## config.mk

```make
export PLATFORM = sky130hd
export DESIGN_NAME = femto_bus_fabric_flat
export DESIGN_NICKNAME = d
export VERILOG_FILES = /design/src/rtl/femto_bus_fabric_if.sv /design/src/rtl/femto_bus_fabric.sv /design/src/flat_wrapper.sv
export SDC_FILE = /design/constraint.sdc
export NUM_CORES = 1
export LEC_CHECK = 0
export CORE_ASPECT_RATIO = 0.75
export CORE_MARGIN = 4
export CORE_UTILIZATION = 34
export DETAILED_ROUTE_END_ITERATION = 16
export GPL_TIMING_DRIVEN = 0
export PLACE_DENSITY = 0.78
export SYNTH_ARGS = -nofsm -noshare
export SYNTH_HDL_FRONTEND = slang
export SYNTH_SLANG_ARGS = --single-unit
```

## constraint.sdc

```tcl
create_clock -name clk -period 2.2 [get_ports clk]
set_input_delay 0.44 -clock clk [delete_from_list [all_inputs] [get_ports clk]]
set_output_delay 0.44 -clock clk [all_outputs]
set_load 0.02 [all_outputs]
```

## src/rtl/femto_bus_fabric_if.sv

```systemverilog
// femto_bus_fabric_if: CPU-side and peripheral-side signals of the femto
// interconnect bundled together. The master modport is the fabric's view: it
// drives the slave strobes and the CPU response. The slave modport is the view
// of the surrounding environment, meaning the CPU and the peripheral ports.
interface femto_bus_fabric_if #(
    parameter int unsigned NSLAVES = 4
);
    // CPU side
    logic [31:0]            mem_addr;
    logic [31:0]            mem_wdata;
    logic [3:0]             mem_wmask;
    logic                   mem_rstrb;
    logic [31:0]            mem_rdata;
    logic                   mem_rbusy;
    logic                   mem_wbusy;
    // peripheral side
    logic [NSLAVES-1:0]     s_rd;
    logic [NSLAVES-1:0]     s_wr;
    logic [31:0]            s_wdata;
    logic [NSLAVES*32-1:0]  s_rdata;
    logic [NSLAVES-1:0]     s_rbusy;
    logic [NSLAVES-1:0]     s_wbusy;
    // error reporting
    logic                   err_clr;
    logic                   err_flag;
    logic [31:0]            err_addr;

    modport master (
        input  mem_addr, mem_wdata, mem_wmask, mem_rstrb,
        output mem_rdata, mem_rbusy, mem_wbusy,
        output s_rd, s_wr, s_wdata,
        input  s_rdata, s_rbusy, s_wbusy,
        input  err_clr,
        output err_flag, err_addr
    );

    modport slave (
        output mem_addr, mem_wdata, mem_wmask, mem_rstrb,
        input  mem_rdata, mem_rbusy, mem_wbusy,
        input  s_rd, s_wr, s_wdata,
        output s_rdata, s_rbusy, s_wbusy,
        output err_clr,
        input  err_flag, err_addr
    );
endinterface

```

## src/rtl/femto_bus_fabric.sv

```systemverilog
// femto_bus_fabric: parametrised CPU-to-peripheral interconnect.
// Decodes mem_addr[31:16] against NSLAVES page numbers. It issues same-cycle
// read/write strobes and then waits for the selected slave's busy to drop.
// A watchdog forces completion after TIMEOUT wait cycles and logs the address.
// Optional build macro STRICT_DECODE_EN: unmatched pages select no slave and
// complete at once with an error. Without it, they route to DEFAULT_SLAVE.
module femto_bus_fabric #(
    parameter int unsigned               NSLAVES       = 4,
    parameter logic [16*NSLAVES-1:0]     SLAVE_BASE    = 64'h0042_0041_0040_0000,
    parameter int unsigned               DEFAULT_SLAVE = 0,
    parameter int unsigned               TIMEOUT       = 255,
    parameter logic [31:0]               ERR_RDATA     = 32'hFFFF_FFFF
) (
    input  logic              clk,
    input  logic              resetn,
    femto_bus_fabric_if.master bus
);

    localparam int unsigned IDX_W = (NSLAVES > 1) ? $clog2(NSLAVES) : 1;

    typedef enum logic [1:0] {
        IDLE    = 2'd0,
        RD_WAIT = 2'd1,
        WR_WAIT = 2'd2
    } state_t;

    state_t             state_q, state_d;
    logic [IDX_W-1:0]   sel_q, sel_d;
    logic [31:0]        addr_q, addr_d;
    logic [15:0]        cnt_q, cnt_d;
    logic               err_flag_q, err_flag_d;
    logic [31:0]        err_addr_q, err_addr_d;

    logic [IDX_W-1:0]   idx;
    logic               hit;
    logic               route;
    logic               miss;
    logic               wr_req;
    logic               rd_req;
    logic               wait_busy;
    logic               timeout;
    logic               done;
    logic               err_set;
    logic [NSLAVES-1:0] onehot;
    logic [31:0]        sel_rdata;

`ifdef STRICT_DECODE_EN
    logic               miss_q, miss_d;
    assign route = hit;
    assign miss  = miss_q;
`else
    assign route = 1'b1;
    assign miss  = 1'b0;
`endif

    assign sel_rdata    = bus.s_rdata[32*sel_q +: 32];
    assign bus.err_flag = err_flag_q;
    assign bus.err_addr = err_addr_q;

    // Page decode: walking down from the top slot leaves the lowest match in idx.
    always_comb begin
        // NOTE: every signal gets a default first so no path leaves it unassigned (no latch).
        hit = 1'b0;
        idx = IDX_W'(DEFAULT_SLAVE);
        for (int i = int'(NSLAVES) - 1; i >= 0; i--) begin
            if (bus.mem_addr[31:16] == SLAVE_BASE[16*i +: 16]) begin
                hit = 1'b1;
                idx = IDX_W'(i);
            end
        end
    end

    // Next-state logic for the transaction FSM, the watchdog and the error log.
    always_comb begin
        wr_req    = |bus.mem_wmask;
        rd_req    = bus.mem_rstrb & ~wr_req;
        onehot    = '0;
        onehot[idx] = 1'b1;
        wait_busy = (state_q == RD_WAIT) ? bus.s_rbusy[sel_q] : bus.s_wbusy[sel_q];
        timeout   = (cnt_q == 16'(TIMEOUT));
        // A slave dropping busy in the timeout cycle still counts as a normal completion.
        err_set   = (state_q != IDLE) && (miss || (wait_busy && timeout));
        done      = (state_q != IDLE) && (miss || !wait_busy || timeout);

        state_d = state_q;
        sel_d   = sel_q;
        addr_d  = addr_q;
        cnt_d   = cnt_q;
`ifdef STRICT_DECODE_EN
        miss_d  = miss_q;
`endif

        case (state_q)
            IDLE: begin
                cnt_d = '0;
                if (wr_req || rd_req) begin
                    state_d = wr_req ? WR_WAIT : RD_WAIT;
                    sel_d   = idx;
                    addr_d  = bus.mem_addr;
`ifdef STRICT_DECODE_EN
                    miss_d  = ~hit;
`endif
                end
            end
            RD_WAIT, WR_WAIT: begin
                if (done) begin
                    state_d = IDLE;
                    cnt_d   = '0;
                end else begin
                    cnt_d   = cnt_q + 16'd1;
                end
            end
            default: state_d = IDLE;
        endcase

        // A new error beats a coincident clear, and then it also refreshes the logged address.
        err_flag_d = err_flag_q;
        err_addr_d = err_addr_q;
        if (err_set) begin
            err_flag_d = 1'b1;
            if (!err_flag_q || bus.err_clr) begin
                err_addr_d = addr_q;
            end
        end else if (bus.err_clr) begin
            err_flag_d = 1'b0;
        end
    end

    // Combinational CPU/slave outputs, forced to zero while reset is asserted.
    always_comb begin
        bus.s_rd      = '0;
        bus.s_wr      = '0;
        bus.s_wdata   = '0;
        bus.mem_rdata = '0;
        bus.mem_rbusy = 1'b0;
        bus.mem_wbusy = 1'b0;
        if (resetn) begin
            bus.s_wdata   = bus.mem_wdata;
            bus.mem_rdata = sel_rdata;
            if (state_q == IDLE && route) begin
                if (wr_req) begin
                    bus.s_wr = onehot;
                end else if (rd_req) begin
                    bus.s_rd = onehot;
                end
            end
            if (state_q == RD_WAIT) begin
                bus.mem_rbusy = ~done;
                if (miss) begin
                    bus.mem_rdata = '0;
                end else if (wait_busy && timeout) begin
                    bus.mem_rdata = ERR_RDATA;
                end
            end
            if (state_q == WR_WAIT) begin
                bus.mem_wbusy = ~done;
            end
        end
    end

    // State registers with asynchronous active-low reset.
    always_ff @(posedge clk or negedge resetn) begin
        // NOTE: sequential state uses non-blocking assignments so every flop samples pre-edge values.
        if (!resetn) begin
            state_q    <= IDLE;
            sel_q      <= IDX_W'(DEFAULT_SLAVE);
            addr_q     <= '0;
            cnt_q      <= '0;
            err_flag_q <= 1'b0;
            err_addr_q <= '0;
`ifdef STRICT_DECODE_EN
            miss_q     <= 1'b0;
`endif
        end else begin
            state_q    <= state_d;
            sel_q      <= sel_d;
            addr_q     <= addr_d;
            cnt_q      <= cnt_d;
            err_flag_q <= err_flag_d;
            err_addr_q <= err_addr_d;
`ifdef STRICT_DECODE_EN
            miss_q     <= miss_d;
`endif
        end
    end

endmodule

```

## src/flat_wrapper.sv

```systemverilog
// flat-port wrapper written by rule: the top's interface ports become plain ports
module femto_bus_fabric_flat 
#(
    parameter int unsigned               NSLAVES       = 4,
    parameter logic [16*NSLAVES-1:0]     SLAVE_BASE    = 64'h0042_0041_0040_0000,
    parameter int unsigned               DEFAULT_SLAVE = 0,
    parameter int unsigned               TIMEOUT       = 255,
    parameter logic [31:0]               ERR_RDATA     = 32'hFFFF_FFFF
)
  (clk, resetn, bus_mem_addr, bus_mem_wdata, bus_mem_wmask, bus_mem_rstrb, bus_mem_rdata, bus_mem_rbusy, bus_mem_wbusy, bus_s_rd, bus_s_wr, bus_s_wdata, bus_s_rdata, bus_s_rbusy, bus_s_wbusy, bus_err_clr, bus_err_flag, bus_err_addr);
  femto_bus_fabric_if #(.NSLAVES(NSLAVES)) bus_i ();
  input  logic clk;
  input  logic resetn;
  input wire logic [$bits(bus_i.mem_addr)-1:0] bus_mem_addr;
  input wire logic [$bits(bus_i.mem_wdata)-1:0] bus_mem_wdata;
  input wire logic [$bits(bus_i.mem_wmask)-1:0] bus_mem_wmask;
  input wire logic [$bits(bus_i.mem_rstrb)-1:0] bus_mem_rstrb;
  output wire logic [$bits(bus_i.mem_rdata)-1:0] bus_mem_rdata;
  output wire logic [$bits(bus_i.mem_rbusy)-1:0] bus_mem_rbusy;
  output wire logic [$bits(bus_i.mem_wbusy)-1:0] bus_mem_wbusy;
  output wire logic [$bits(bus_i.s_rd)-1:0] bus_s_rd;
  output wire logic [$bits(bus_i.s_wr)-1:0] bus_s_wr;
  output wire logic [$bits(bus_i.s_wdata)-1:0] bus_s_wdata;
  input wire logic [$bits(bus_i.s_rdata)-1:0] bus_s_rdata;
  input wire logic [$bits(bus_i.s_rbusy)-1:0] bus_s_rbusy;
  input wire logic [$bits(bus_i.s_wbusy)-1:0] bus_s_wbusy;
  input wire logic [$bits(bus_i.err_clr)-1:0] bus_err_clr;
  output wire logic [$bits(bus_i.err_flag)-1:0] bus_err_flag;
  output wire logic [$bits(bus_i.err_addr)-1:0] bus_err_addr;
  assign bus_i.mem_addr = bus_mem_addr;
  assign bus_i.mem_wdata = bus_mem_wdata;
  assign bus_i.mem_wmask = bus_mem_wmask;
  assign bus_i.mem_rstrb = bus_mem_rstrb;
  assign bus_mem_rdata = bus_i.mem_rdata;
  assign bus_mem_rbusy = bus_i.mem_rbusy;
  assign bus_mem_wbusy = bus_i.mem_wbusy;
  assign bus_s_rd = bus_i.s_rd;
  assign bus_s_wr = bus_i.s_wr;
  assign bus_s_wdata = bus_i.s_wdata;
  assign bus_i.s_rdata = bus_s_rdata;
  assign bus_i.s_rbusy = bus_s_rbusy;
  assign bus_i.s_wbusy = bus_s_wbusy;
  assign bus_i.err_clr = bus_err_clr;
  assign bus_err_flag = bus_i.err_flag;
  assign bus_err_addr = bus_i.err_addr;
  femto_bus_fabric #(.NSLAVES(NSLAVES), .SLAVE_BASE(SLAVE_BASE), .DEFAULT_SLAVE(DEFAULT_SLAVE), .TIMEOUT(TIMEOUT), .ERR_RDATA(ERR_RDATA)) u_core (.clk(clk), .resetn(resetn), .bus(bus_i));
endmodule
```

* After elaboration in Yosys (flattened, before gate mapping)
Index checks and enable logic that the tools add are counted.
** Storage, ports and cells
- Input port bits :: 208
- Logic and storage cells :: 75
- Output and inout port bits :: 107
- Bits in registers :: 85
** Cells by class
- Equal/unequal tests :: 8
- Shift operators :: 1
- Bitwise gates (word level) :: 3
- Multiplexer cells :: 34
- Add/sub/neg operators :: 1
- Reductions and logical operators :: 19
- $lt $le $gt $ge :: 3
** Operators by type and width (number)
- $mux 32 :: 4
- $shiftx 128x8->32 :: 1
- $eq 16x7->1 const B :: 3
- $pmux 16 s2 :: 1
- $mux 4 :: 7
- $add 16x1->16 const B :: 1
- $eq 16x8->1 const B :: 1
- $logic_not 16->1 :: 1
- $mux 16 :: 1
- $mux 2 :: 7
- $mux 1 :: 10
- $lt 2x3->1 const B :: 2
- $reduce_and 2->1 :: 3
- $reduce_bool 2->1 :: 3
- $bmux 1 s2 :: 2
- $logic_and 1x1->1 :: 4
- $ne 2x1->1 const B :: 2
- $pmux 2 s2 :: 1
- $reduce_or 4->1 :: 1
- $logic_or 1x1->1 :: 3
- $demux 1 s2 :: 1
- $eq 2x1->1 const B :: 1
- $eq 2x2->1 const B :: 1
- $ge 2x1->1 const B :: 1
- other kinds (5) :: 7

* Logic depth before layout (Yosys ltp)
Gate-level depths: netlist (run 1).
- Word-level depth :: 13
- Mapped depth :: 7
- Mapped depth without buffers :: 5

* Worst setup path before layout (run 1)
OpenSTA, ideal clock, no wires.
- Kind :: reg-to-output
- Start :: register u_core.sel_q[0]
- End :: output port bus_mem_rdata[21]
- Data required time :: 1760 ps
- Path slack :: -164 ps
- Stages on the path, launching flop included :: 8
- Data arrival time :: 1924 ps
- Path through :: dfrtp_1 -> buf_6 -> mux4_2 -> mux2_4 -> and3_1 -> buf_6 -> buf_6 -> o21a_1
** On the way
- Cells in the longest elaborated chain, start to end :: 7
- Elaborated cells between the ends (all ways) :: 10
** RTL lines
- start: declaration :: line femto_bus_fabric.sv:28 : logic [IDX_W-1:0] sel_q, sel_d;
- start signal: assignment :: line femto_bus_fabric.sv:166 : sel_q <= IDX_W'(DEFAULT_SLAVE);
- start signal: assignment :: line femto_bus_fabric.sv:176 : sel_q <= sel_d;
- parallel branches: the longest is 5 deep, another holds $shiftx 128x8->32
- $mux 32 (*) :: line femto_bus_fabric.sv:147 : if (state_q == RD_WAIT) begin
- $mux 32 (*) :: line femto_bus_fabric.sv:137 : if (resetn) begin
- end: declaration :: line flat_wrapper.sv:18 : output wire logic [$bits(bus_i.mem_rdata)-1:0] bus_mem_rdata;
Every way passes the cells marked *. The select of a mux whose other input is x is not followed.

* Worst setup path after layout (run 1)
- Start :: input port bus_s_rbusy[0]
- End :: output port bus_mem_rdata[0]
** On the way
- Cells in the longest elaborated chain, start to end :: 7
** RTL lines
- start: declaration :: line flat_wrapper.sv:25 : input wire logic [$bits(bus_i.s_rbusy)-1:0] bus_s_rbusy;
- $bmux 1 s2 :: line femto_bus_fabric.sv:79 : wait_busy = (state_q == RD_WAIT) ? bus.s_rbusy[sel_q] : bus.s_wbusy[sel_q];
- $mux 1 (implied by the code) :: line femto_bus_fabric.sv:79
- $mux 1 :: line femto_bus_fabric.sv:79
- $logic_and 1x1->1 :: line femto_bus_fabric.sv:151 : end else if (wait_busy && timeout) begin
- $mux 32 :: line femto_bus_fabric.sv:151
- $mux 32 :: line femto_bus_fabric.sv:147
- $mux 32 :: line femto_bus_fabric.sv:137
No other way between the ends. The select of a mux whose other input is x is not followed.

==> results.py, run 1 <==
metrics = {
    "critical_path": {
        "crit_path_end_kind": "output port",
        "endpoint": "bus_mem_rdata[0]",
        "reg2reg_depth": 8,
        "crit_type": "in -> out",
        "crit_top_cell": "buf_4",
        "startpoint": "bus_s_rbusy[0]",
        "reg2reg_from": "u_core.sel_q[0]",
        "cpMaxStageDelayCell": "mux4_2",
        "critPathMaxFanout": 6,
        "reg2reg_slack_ns": -0.19,
        "crit_required_ns": 1.76,
        "path_cells": "clkdlybuf4s50_1 > mux4_2 > mux2_4 > and3_4 > buf_4 > o21a_2 > buf_4",
        "crit_arrival_ns": 2.39,
        "reg2reg_to": "u_core.bus.err_addr[26]",
        "startpoint_type": "primary input",
        "slowest_delay_ns": 0.50,
    },
    "yosys": {
        "async_flop_share_pct": 100,
        "syn_area_mm2": 0.00501,
        "syn_inst": 401,
        "avgSynthCellArea_um2": 12.5,
        "yosysWarnings": 0,
        "synth-edff-count": 0,
        "ys_types": 42,
        "synth_ff_type": "dfrtp_1",
        "ys_ff_latch": 85,
        "synth_fp_nets": 614,
        "yosysSeqAreaShare_pct": 42.4,
    },
    "global_routing": {
        "grt_pass1_wl_mm": 28.7,
        "antenna_found_initial": 0,
        "grt_pass1_vias": 5082,
        "grt_start_max_net_pins": 34,
        "grtUsageTotal_pct": 22.1,
        "grt_overflow_total": 0,
    },
    "floorplan": {
        "ios": 315,
        "fp.dieH_um": 113,
        "initial_core_util_pct": 34.7,
        "die_area_mm2": 0.0168,
        "row_count": 38,
        "design.core.area_mm2": 0.0145,
        "die_w_um": 148,
    },
    "cells_and_area": {
        "layout.nets": 966,
        "diodes": 0,
        "multi_input_area_mm2": 0.00311,
        "area_growth_pct": 89.8,
        "final_cell_area_mm2": 0.00951,
        "regArea_mm2": 0.00213,
        "n_fill_cell": 1126,
        "instances_no_fill": 958,
        "drive_gt1_share_pct": 35.9,
    },
    "clocking": {
        "cts_root_buf": "clkbuf_16",
        "clkTransAtPathRegs_ns": 0.06,
        "cts_tree": "done",
        "h-tree-depth": 3,
        "cts_buffers": 9,
        "clk_latency_ns": 0.34,
        "clkSinkCount": 85,
        "cts_max_path_buffers": 2,
    },
    "drt": {
        "met3WireLength_mm": 1.30,
        "met2_wirelength_mm": 10.2,
        "viasPerCell": 4.97,
        "route.detailed.drc": 0,
        "ant_nets": 0,
        "drt_first_iter_violations": 170,
        "top_layer": "met4",
        "firstDrtPassIters": 5,
        "vias": 4762,
        "post_drt_wl_per_cell_um": 20.0,
        "wl_met1_mm": 7.53,
        "wl_mm": 19.2,
    },
    "timing": {
        "whs_ns": 0.0534,
        "rsz0062_at_grt": "true",
        "tightest_slew_ns": 1.03,
        "finalCriticalPeriod_ns": 2.83,
        "setup_ws_ns": -0.629,
        "slew_headroom_pct": 31.2,
        "setup_violations": 79,
        "slew_viol_final": 0,
        "hold_violations": 0,
        "fin_worst_skew_ns": 0.00707,
        "fin_crit_sh_pct": 129,
        "fmax_mhz": 353,
    },
    "power_and_ir_drop": {
        "peakVddDrop_uv": 485,
        "powerDensity_mw_per_mm2": 591,
        "leakagePower_uw": 0.00401,
    },
    "place": {
        "place_ws_ns": -1.25,
        "gp_congestion": 0.950,
        "dp.cells": 916,
        "dp_hpwl_mm": 15.1,
        "numPortBuffers": 314,
        "dpl_cell_area_mm2": 0.00868,
    },
    "outcome": {
        "violations": "setup timing",
        "status": "finished, violations left",
    },
    "job": {
        "maxCapViolations": 0,
    },
    "min_path": {
        "min_path_type": "in -> async",
    },
}
synth_stat cells, drive strengths merged (3+ instances only):
cell	instances	area [µm²]
or4	4	30.0
xnor2	5	43.8
nand4	7	43.8
a21oi	7	35.0
xor2	5	43.8
nand3	6	35.0
o21ai	7	38.8
inv	8	30.0
mux2	65	736
and2	35	219
nor3	8	40.0
buf	15	113
or2	3	18.8
nand2	10	37.5
mux4	34	766
nor4	8	50.1
nor2	14	52.6
o21a	33	248
clkbuf	14	52.6
dfrtp	85	2130
ha	5	62.6
nand2b	3	18.8
o31ai	3	22.5
repair_timing:
| action | 4_1_cts | 5_1_grt |
|---|---|---|
| setup endpoints to repair | 142 | 89 |
| setup buffers | 16 | 8 |
| hold endpoints to repair | 22 | 0 |
| hold buffers | 1 | 0 |
| resized for setup | 389 | 32 |
| pin swaps | 14 | 10 |
| gates cloned | 5 | 0 |
how the worst min path moves through the flow:
stage,endpoint,slack (ns),cells after the start,startpoint
2_1_floorplan,u_core.addr_q[0],0.14,0,resetn
3_3_place_gp,u_core.bus.err_addr[8],0.46,1,u_core.addr_q[8]
3_5_place_dp,u_core.bus.err_addr[2],0.37,1,resetn
4_1_cts,u_core.addr_q[18],0.05,2,resetn
5_1_grt,u_core.bus.err_addr[17],0.06,2,resetn
6_report,u_core.addr_q[18],0.05,2,resetn
placed cells by master, fill, tap and decap left out, types with 3 or more instances in the layout:
| master | n |
|---|---|
| xor2_1 | 5 |
| clkbuf_16 | 9 |
| mux2_2 | 58 |
| buf_8 | 4 |
| o31ai_1 | 3 |
| clkbuf_1 | 9 |
| mux4_2 | 34 |
| o21a_4 | 30 |
| nor2_1 | 13 |
| nand4_1 | 7 |
| ha_1 | 4 |
| buf_12 | 3 |
| dfrtp_1 | 84 |
| inv_1 | 6 |
| nor4_1 | 3 |
| a21oi_1 | 6 |
| buf_2 | 13 |
| nor4_4 | 3 |
| buf_6 | 48 |
| clkdlybuf4s50_1 | 222 |
| nand3_1 | 4 |
| mux2_1 | 6 |
| xnor2_1 | 5 |
| clkbuf_2 | 5 |
| dlygate4sd2_1 | 33 |
| buf_16 | 3 |
| nand2_1 | 10 |
| nor3_4 | 3 |
| nor3_1 | 4 |
| o21ai_0 | 6 |
| or4_1 | 3 |
| and2_1 | 34 |
| buf_4 | 23 |
critical path: cells and delay by family:
kind	cells	cell delay (ns)
AND/OR/NAND/NOR	1	0.25
buffers and inverters	3	0.72
multiplexers	2	0.79
AO/OA/AOI/OAI	1	0.18
where the power goes:
part / internal [µW] / leakage (µW) / switching [µW]
logic: 1140 / 0.00275 / 785
registers: 1890 / 0.00111 / 165
clock network: 1030 / 0.000152 / 616
registers in the layout, summed over array words and instances, names as in the netlist:
name and count:
u_core.bus.err_addr 32, u_core.cnt_q 16, u_core.state_q 2, u_core.bus.err_flag 1, u_core.sel_q 2, u_core.addr_q 32
metal layers:
layer	global-route usage [%]	vias to the layer above
li1	-	2206
met1	26.9	2371
met2	40.0	169
met3	5.92	16
met4	3.88	0
met5	0	-
cell type report:
type | count | area share [%]
Clock buffer | 11 | 2.55
Tap cell | 200 | 2.63
Inverter | 8 | 0.316
Timing Repair Buffer | 344 | 36.4
Buffer | 26 | 2.16
Clock inverter | 5 | 0.881
Multi-Input combinational cell | 279 | 32.7
Sequential cell | 85 | 22.4
per-stage QoR:
step                      total power, µW  TNS (ns)  utilization (%)
after detailed placement             3800    -94.67             60.0
after CTS                            5610    -26.22             65.0
after floorplan                      3010     -4.29                -
after global placement               3730   -486.52             59.9
after global routing                 5900    -29.87             65.8
final                                5620    -27.35             65.8
cell families (layout without fill, tap and decap cells):
family	Yosys count	in the layout	synth area share [%]
compound gates	59	59	8.51
xor+xnor	10	10	1.75
flops	85	85	42.4
mux	99	99	30.0
simple gates	106	106	12.2
buf+inv	37	394	3.89
fa+ha+maj	5	5	1.25
(Power assumes the default switching activity.)
==> inputs of run 2 (changes only) <==
CAP_MARGIN = 20   (was unset)
CORE_UTILIZATION = 37   (was 34)
PLACE_DENSITY = 0.81   (was 0.78)
TNS_END_PERCENT = 30   (was unset)
clock period = 2.9 ns   (was 2.2 ns; I/O delays follow)
==> run 2 against run 1 <==
Effect of this change: the flow still finishes with violations (setup timing); routed wire length decreased by 1.8%; global-route usage increased by 1.2 points; via count shrank 0.25%; cell count down 4.2%; sequential share of layout area is 1.1 points higher; largest power group unchanged.
==> results.py, run 2 (same netlist as run 1, synthesis figures left out) <==
metrics = {
    "floorplan": {
        "die_area_mm2": 0.0155,
        "design.core.area_mm2": 0.0131,
        "ios": 315,
        "fp.dieH_um": 109,
        "row_count": 36,
        "die_w_um": 142,
        "initial_core_util_pct": 38.2,
    },
    "timing": {
        "fin_worst_skew_ns": 0.00877,
        "finalCriticalPeriod_ns": 3.00,
        "setup_tns_ns": -2.34,
        "slew_headroom_pct": 59.8,
        "fmax_mhz": 333,
        "rsz0062_at_grt": "true",
        "setup_violations": 30,
        "slew_viol_final": 0,
        "tightest_slew_ns": 0.603,
        "hold_violations": 0,
        "fin_crit_sh_pct": 104,
        "setup_ws_ns": -0.105,
    },
    "cells_and_area": {
        "final_cell_mix": "clkdlybuf4s50_1 (259), dfrtp_1 (84), mux2_2 (58)",
        "drive_gt1_share_pct": 27.0,
        "layout_commonest_cell": "clkdlybuf4s50_1",
        "final_cell_area_mm2": 0.00907,
        "layout.nets": 955,
        "area_growth_pct": 81.0,
        "diodes": 0,
    },
    "power_and_ir_drop": {
        "total_power_uw": 4180,
        "peakVddDrop_uv": 449,
        "powerDensity_mw_per_mm2": 460,
        "leakagePower_uw": 0.00379,
    },
    "clocking": {
        "cts_max_path_buffers": 2,
        "cts_root_buf": "clkbuf_16",
        "h-tree-depth": 3,
        "clk_latency_ns": 0.33,
        "hold_buffers": 0,
        "cts_buffers": 9,
        "clkSinkCount": 85,
        "clkTransAtPathRegs_ns": 0.06,
        "cts_tree": "done",
    },
    "critical_path": {
        "path_cells": "buf_6 > mux4_2 > mux2_4 > and3_4 > buf_4 > buf_8 > o21a_1 > buf_2",
        "reg2reg_from": "u_core.sel_q[0]",
        "startpoint": "u_core.sel_q[0]",
        "crit_path_end_kind": "output port",
        "crit_type": "reg -> out",
        "startpoint_type": "flip-flop",
        "cpMaxStageDelayCell": "mux4_2",
        "critPathMaxFanout": 5,
        "crit_arrival_ns": 2.42,
        "slowest_delay_ns": 0.52,
        "crit_required_ns": 2.32,
    },
    "place": {
        "place_ws_ns": -0.818,
        "dp_hpwl_mm": 15.0,
        "numPortBuffers": 314,
        "dpl_cell_area_mm2": 0.00839,
        "gp_congestion": 0.877,
    },
    "drt": {
        "viasPerCell": 5.17,
        "wl_mm": 18.8,
        "ant_nets": 0,
        "route.detailed.drc": 0,
        "vias": 4750,
        "drt_first_iter_violations": 218,
        "firstDrtPassIters": 4,
        "post_drt_wl_per_cell_um": 20.5,
    },
    "outcome": {
        "violations": "setup timing",
        "status": "finished, violations left",
    },
    "job": {
        "maxCapViolations": 0,
    },
    "global_routing": {
        "grt_pass1_vias": 4992,
        "grt_pass1_wl_mm": 28.0,
        "grtUsageTotal_pct": 23.3,
        "antenna_found_initial": 0,
        "grt_start_max_net_pins": 34,
        "grt_overflow_total": 0,
    },
    "min_path": {
        "min_path_type": "in -> async",
    },
}
==> run 2: final cells by class <==
| type | count | area, µm² |
|---|---|---|
| plain buffers | 27 | 168 |
| clock buffers | 11 | 243 |
| clock inverters | 5 | 106 |
| fillers | 945 | 4040 |
| inverters | 8 | 30.0 |
| multi-input cells | 279 | 2790 |
| flip-flops and latches | 85 | 2130 |
| well taps | 171 | 214 |
| repair buffers | 332 | 3390 |
==> run 2: power by group <==
group / internal (µW) / switching (µW) / total [µW]
sequential: 1440 / 134 / 1570
clock: 868 / 451 / 1320
combinational: 744 / 544 / 1290
==> run 2: path summary, 6_finish.rpt <==
kind                                          end  slack [ns]  cells past startpoint
min in group clk           u_core.bus.err_addr[7]        0.50                      1
min                             u_core.addr_q[12]         0.1                      1
max in group asynchronous         u_core.sel_q[1]        2.20                      2
max                             bus_mem_rdata[14]       -0.10                      8
min reg2reg                u_core.bus.err_addr[7]        0.50                      1
max reg2reg                u_core.bus.err_addr[6]        0.45                      8
==> run 2: metrics by stage <==
step                      hold WS, ns  utilization, %  instances
after floorplan                 0.284               -        401
after global placement          0.462            63.9        886
after detailed placement        0.485            64.0        887
after CTS                       0.150            68.4        916
after global routing           0.0934            69.2        918
final                          0.0970            69.2        918
==> run 2: worst max-delay path: cells and delay by family (launching register included) <==
family / cells / cell delay (ns)
flops: 1 / 0.34
mux: 2 / 0.81
buf+inv: 4 / 0.55
simple gates: 1 / 0.21
compound gates: 1 / 0.18
==> run 2: metal layers <==
| metal | track usage [%] | wire (µm) | up-vias |
|---|---|---|---|
| li1 | - | - | 2192 |
| met1 | 30.4 | 7620 | 2352 |
| met2 | 38.8 | 9580 | 181 |
| met3 | 6.44 | 1310 | 25 |
| met4 | 6.04 | 322 | 0 |
| met5 | 0 | 0 | - |
==> run 2: timing repair <==
item	CTS	global route
endpoints found under the setup margin	64	59
cloned	4	0
hold endpoints to repair	0	0
setup buffers	11	2
resized for setup	239	36
pin swaps	23	14
==> inputs of run 3 (changes only) <==
--- a/config.mk
+++ b/config.mk
@@ -12,4 +12,5 @@
 export DETAILED_ROUTE_END_ITERATION = 16
 export GPL_TIMING_DRIVEN = 0
+export HOLD_SLACK_MARGIN = 0.1
 export PLACE_DENSITY = 0.81
 export SYNTH_ARGS = -nofsm -noshare
==> constraint.sdc (replaced) <==
create_clock -name clk -period 2.9 [get_ports clk]
set_input_delay 0.58 -clock clk [delete_from_list [all_inputs] [get_ports clk]]
set_output_delay 0.58 -clock clk [all_outputs]
set_load 0.05 [all_outputs]
==> run 3 against run 2 <==
Effect of this change: core utilization down 1.3 points; register-to-register slack better by 0.15 ns; clock skew up 0.0015 ns; clock power down 20%; combinational power up 10%; critical path type unchanged; cell count down 0.11%; routed wire length up 4.3%; the run still ends with setup timing left; clock-buffer cell count unchanged.
==> results.py, run 3 (same netlist as run 1, synthesis figures left out) <==
metrics = {
    "cells_and_area": {
        "final_cell_area_mm2": 0.00890,
        "drive_gt1_share_pct": 27.0,
        "final_core_util_pct": 67.9,
        "final_cell_mix": "clkdlybuf4s50_1 (239), dfrtp_1 (85), mux2_2 (58)",
        "n_fill_cell": 1014,
        "layout_commonest_cell": "clkdlybuf4s50_1",
        "instances_no_fill": 917,
        "layout.nets": 953,
        "area_growth_pct": 77.6,
    },
    "floorplan": {
        "row_count": 36,
        "die_area_mm2": 0.0155,
        "initial_core_util_pct": 38.2,
        "design.core.area_mm2": 0.0131,
        "fp.dieH_um": 109,
        "ios": 315,
        "die_w_um": 142,
    },
    "critical_path": {
        "critPathTopFamily": "multiplexers",
        "startpoint_type": "flip-flop",
        "cp.depth": 8,
        "crit_type": "reg -> out",
        "cp_num_buf_inv": 4,
        "crit_arrival_ns": 2.40,
        "crit_path_end_kind": "output port",
        "endpoint": "bus_mem_rdata[14]",
        "path_cells": "buf_6 > buf_12 > mux4_2 > mux2_4 > and3_4 > buf_6 > o21a_1 > buf_6",
        "reg2reg_from": "u_core.sel_q[0]",
        "critPathMaxFanout": 8,
        "reg2reg_slack_ns": 0.60,
        "reg2reg_to": "u_core.bus.err_addr[25]",
        "startpoint": "u_core.sel_q[0]",
        "crit_top_cell": "buf_6",
        "cpMaxStageDelayCell": "mux4_2",
        "reg2reg_depth": 8,
        "slowest_delay_ns": 0.47,
        "crit_required_ns": 2.32,
    },
    "place": {
        "numPortBuffers": 314,
        "dpl_cell_area_mm2": 0.00840,
        "dp.cells": 887,
        "dp_hpwl_mm": 15.8,
        "gp_congestion": 0.916,
        "place_ws_ns": -1.03,
    },
    "min_path": {
        "min_path_type": "in -> async",
    },
    "job": {
        "maxCapViolations": 0,
    },
    "global_routing": {
        "grt_pass1_wl_mm": 28.8,
        "antenna_found_initial": 1,
        "grt_pass1_vias": 5143,
        "grtUsageTotal_pct": 24.3,
        "grt_overflow_total": 0,
        "grt_start_max_net_pins": 36,
    },
    "timing": {
        "whs_ns": 0.130,
        "fmax_mhz": 336,
        "setup_ws_ns": -0.0801,
        "fin_crit_sh_pct": 103,
        "finalCriticalPeriod_ns": 2.98,
        "fin_worst_skew_ns": 0.0103,
        "rsz0062_at_grt": "true",
        "setup_violations": 35,
        "hold_violations": 0,
        "slew_viol_final": 0,
        "tightest_slew_ns": 0.626,
        "slew_headroom_pct": 58.3,
    },
    "clocking": {
        "h-tree-depth": 3,
        "clk_latency_ns": 0.34,
        "cts_tree": "done",
        "cts_root_buf": "clkbuf_16",
        "clkSinkCount": 85,
        "cts_max_path_buffers": 2,
        "cts_buffers": 9,
        "hold_buffers": 0,
        "clkTransAtPathRegs_ns": 0.06,
    },
    "outcome": {
        "status": "finished, violations left",
        "violations": "setup timing",
    },
    "drt": {
        "route.detailed.drc": 0,
        "vias": 4766,
        "wl_mm": 19.6,
        "drt_first_iter_violations": 287,
        "post_drt_wl_per_cell_um": 21.4,
        "ant_nets": 0,
        "firstDrtPassIters": 4,
        "viasPerCell": 5.20,
    },
    "power_and_ir_drop": {
        "leakagePower_uw": 0.00371,
        "peakVddDrop_uv": 377,
        "powerDensity_mw_per_mm2": 455,
    },
}
-- run 3: cell count changes in the layout (fill, tap and decap cells not counted), sizes merged, moves of 3 or more --
cell	change
dlygate4sd2	+21
clkdlybuf4s50	-20
clkdlybuf4s15	+7
clkbuf	-4
dlymetal6s2s	-4
bufinv	-3
-- run 3: cell type report --
| cell class | count | area, µm² | share of cell area, % |
|---|---|---|---|
| Clock inverter | 4 | 33.8 | 0.379 |
| Buffer | 26 | 160 | 1.80 |
| Multi-Input combinational cell | 279 | 2760 | 31.0 |
| Clock buffer | 11 | 243 | 2.73 |
| Inverter | 8 | 30.0 | 0.337 |
| Tap cell | 171 | 214 | 2.40 |
| Antenna cell | 2 | 5.00 | 0.0562 |
| Timing Repair Buffer | 331 | 3330 | 37.4 |
| Sequential cell | 85 | 2130 | 23.9 |
-- run 3: worst min path at each step --
stage                                start                      to  slack, ns  depth (start not counted)
final                               resetn       u_core.addr_q[15]       0.13                          1
after floorplan                     resetn        u_core.addr_q[0]       0.28                          0
after detailed placement  u_core.addr_q[5]  u_core.bus.err_addr[5]       0.47                          1
after CTS                           resetn       u_core.addr_q[20]       0.13                          1
after global placement    u_core.addr_q[8]  u_core.bus.err_addr[8]       0.46                          1
after global routing                resetn       u_core.addr_q[20]       0.15                          1
-- run 3: stage by stage --
step	TNS (ns)	power [µW]
after floorplan	-0.810	2380
after global placement	-384.63	2920
after detailed placement	-42.31	2990
after CTS	-2.13	4080
after global routing	-4.30	4260
final	-1.71	4050
-- run 3: timing repair --
action | 4_1_cts | 5_1_grt
setup endpoints to repair | 64 | 45
cloned | 4 | 0
resized for setup | 320 | 17
pin swaps | 34 | 2
setup buffers | 10 | 2
-- run 3: routing by layer --
layer | GRT usage, % | share of wire, %
met3 | 8.59 | 8.5
met5 | 0 | 0
met1 | 29.5 | 39
met2 | 40.4 | 50
met4 | 8.55 | 2.9
-- run 3: power breakdown --
part	total, µW	switching, µW	internal (µW)
Clock	1060	455	604
Sequential	1570	132	1440
Combinational	1420	676	745
Total	4050	1260	2790
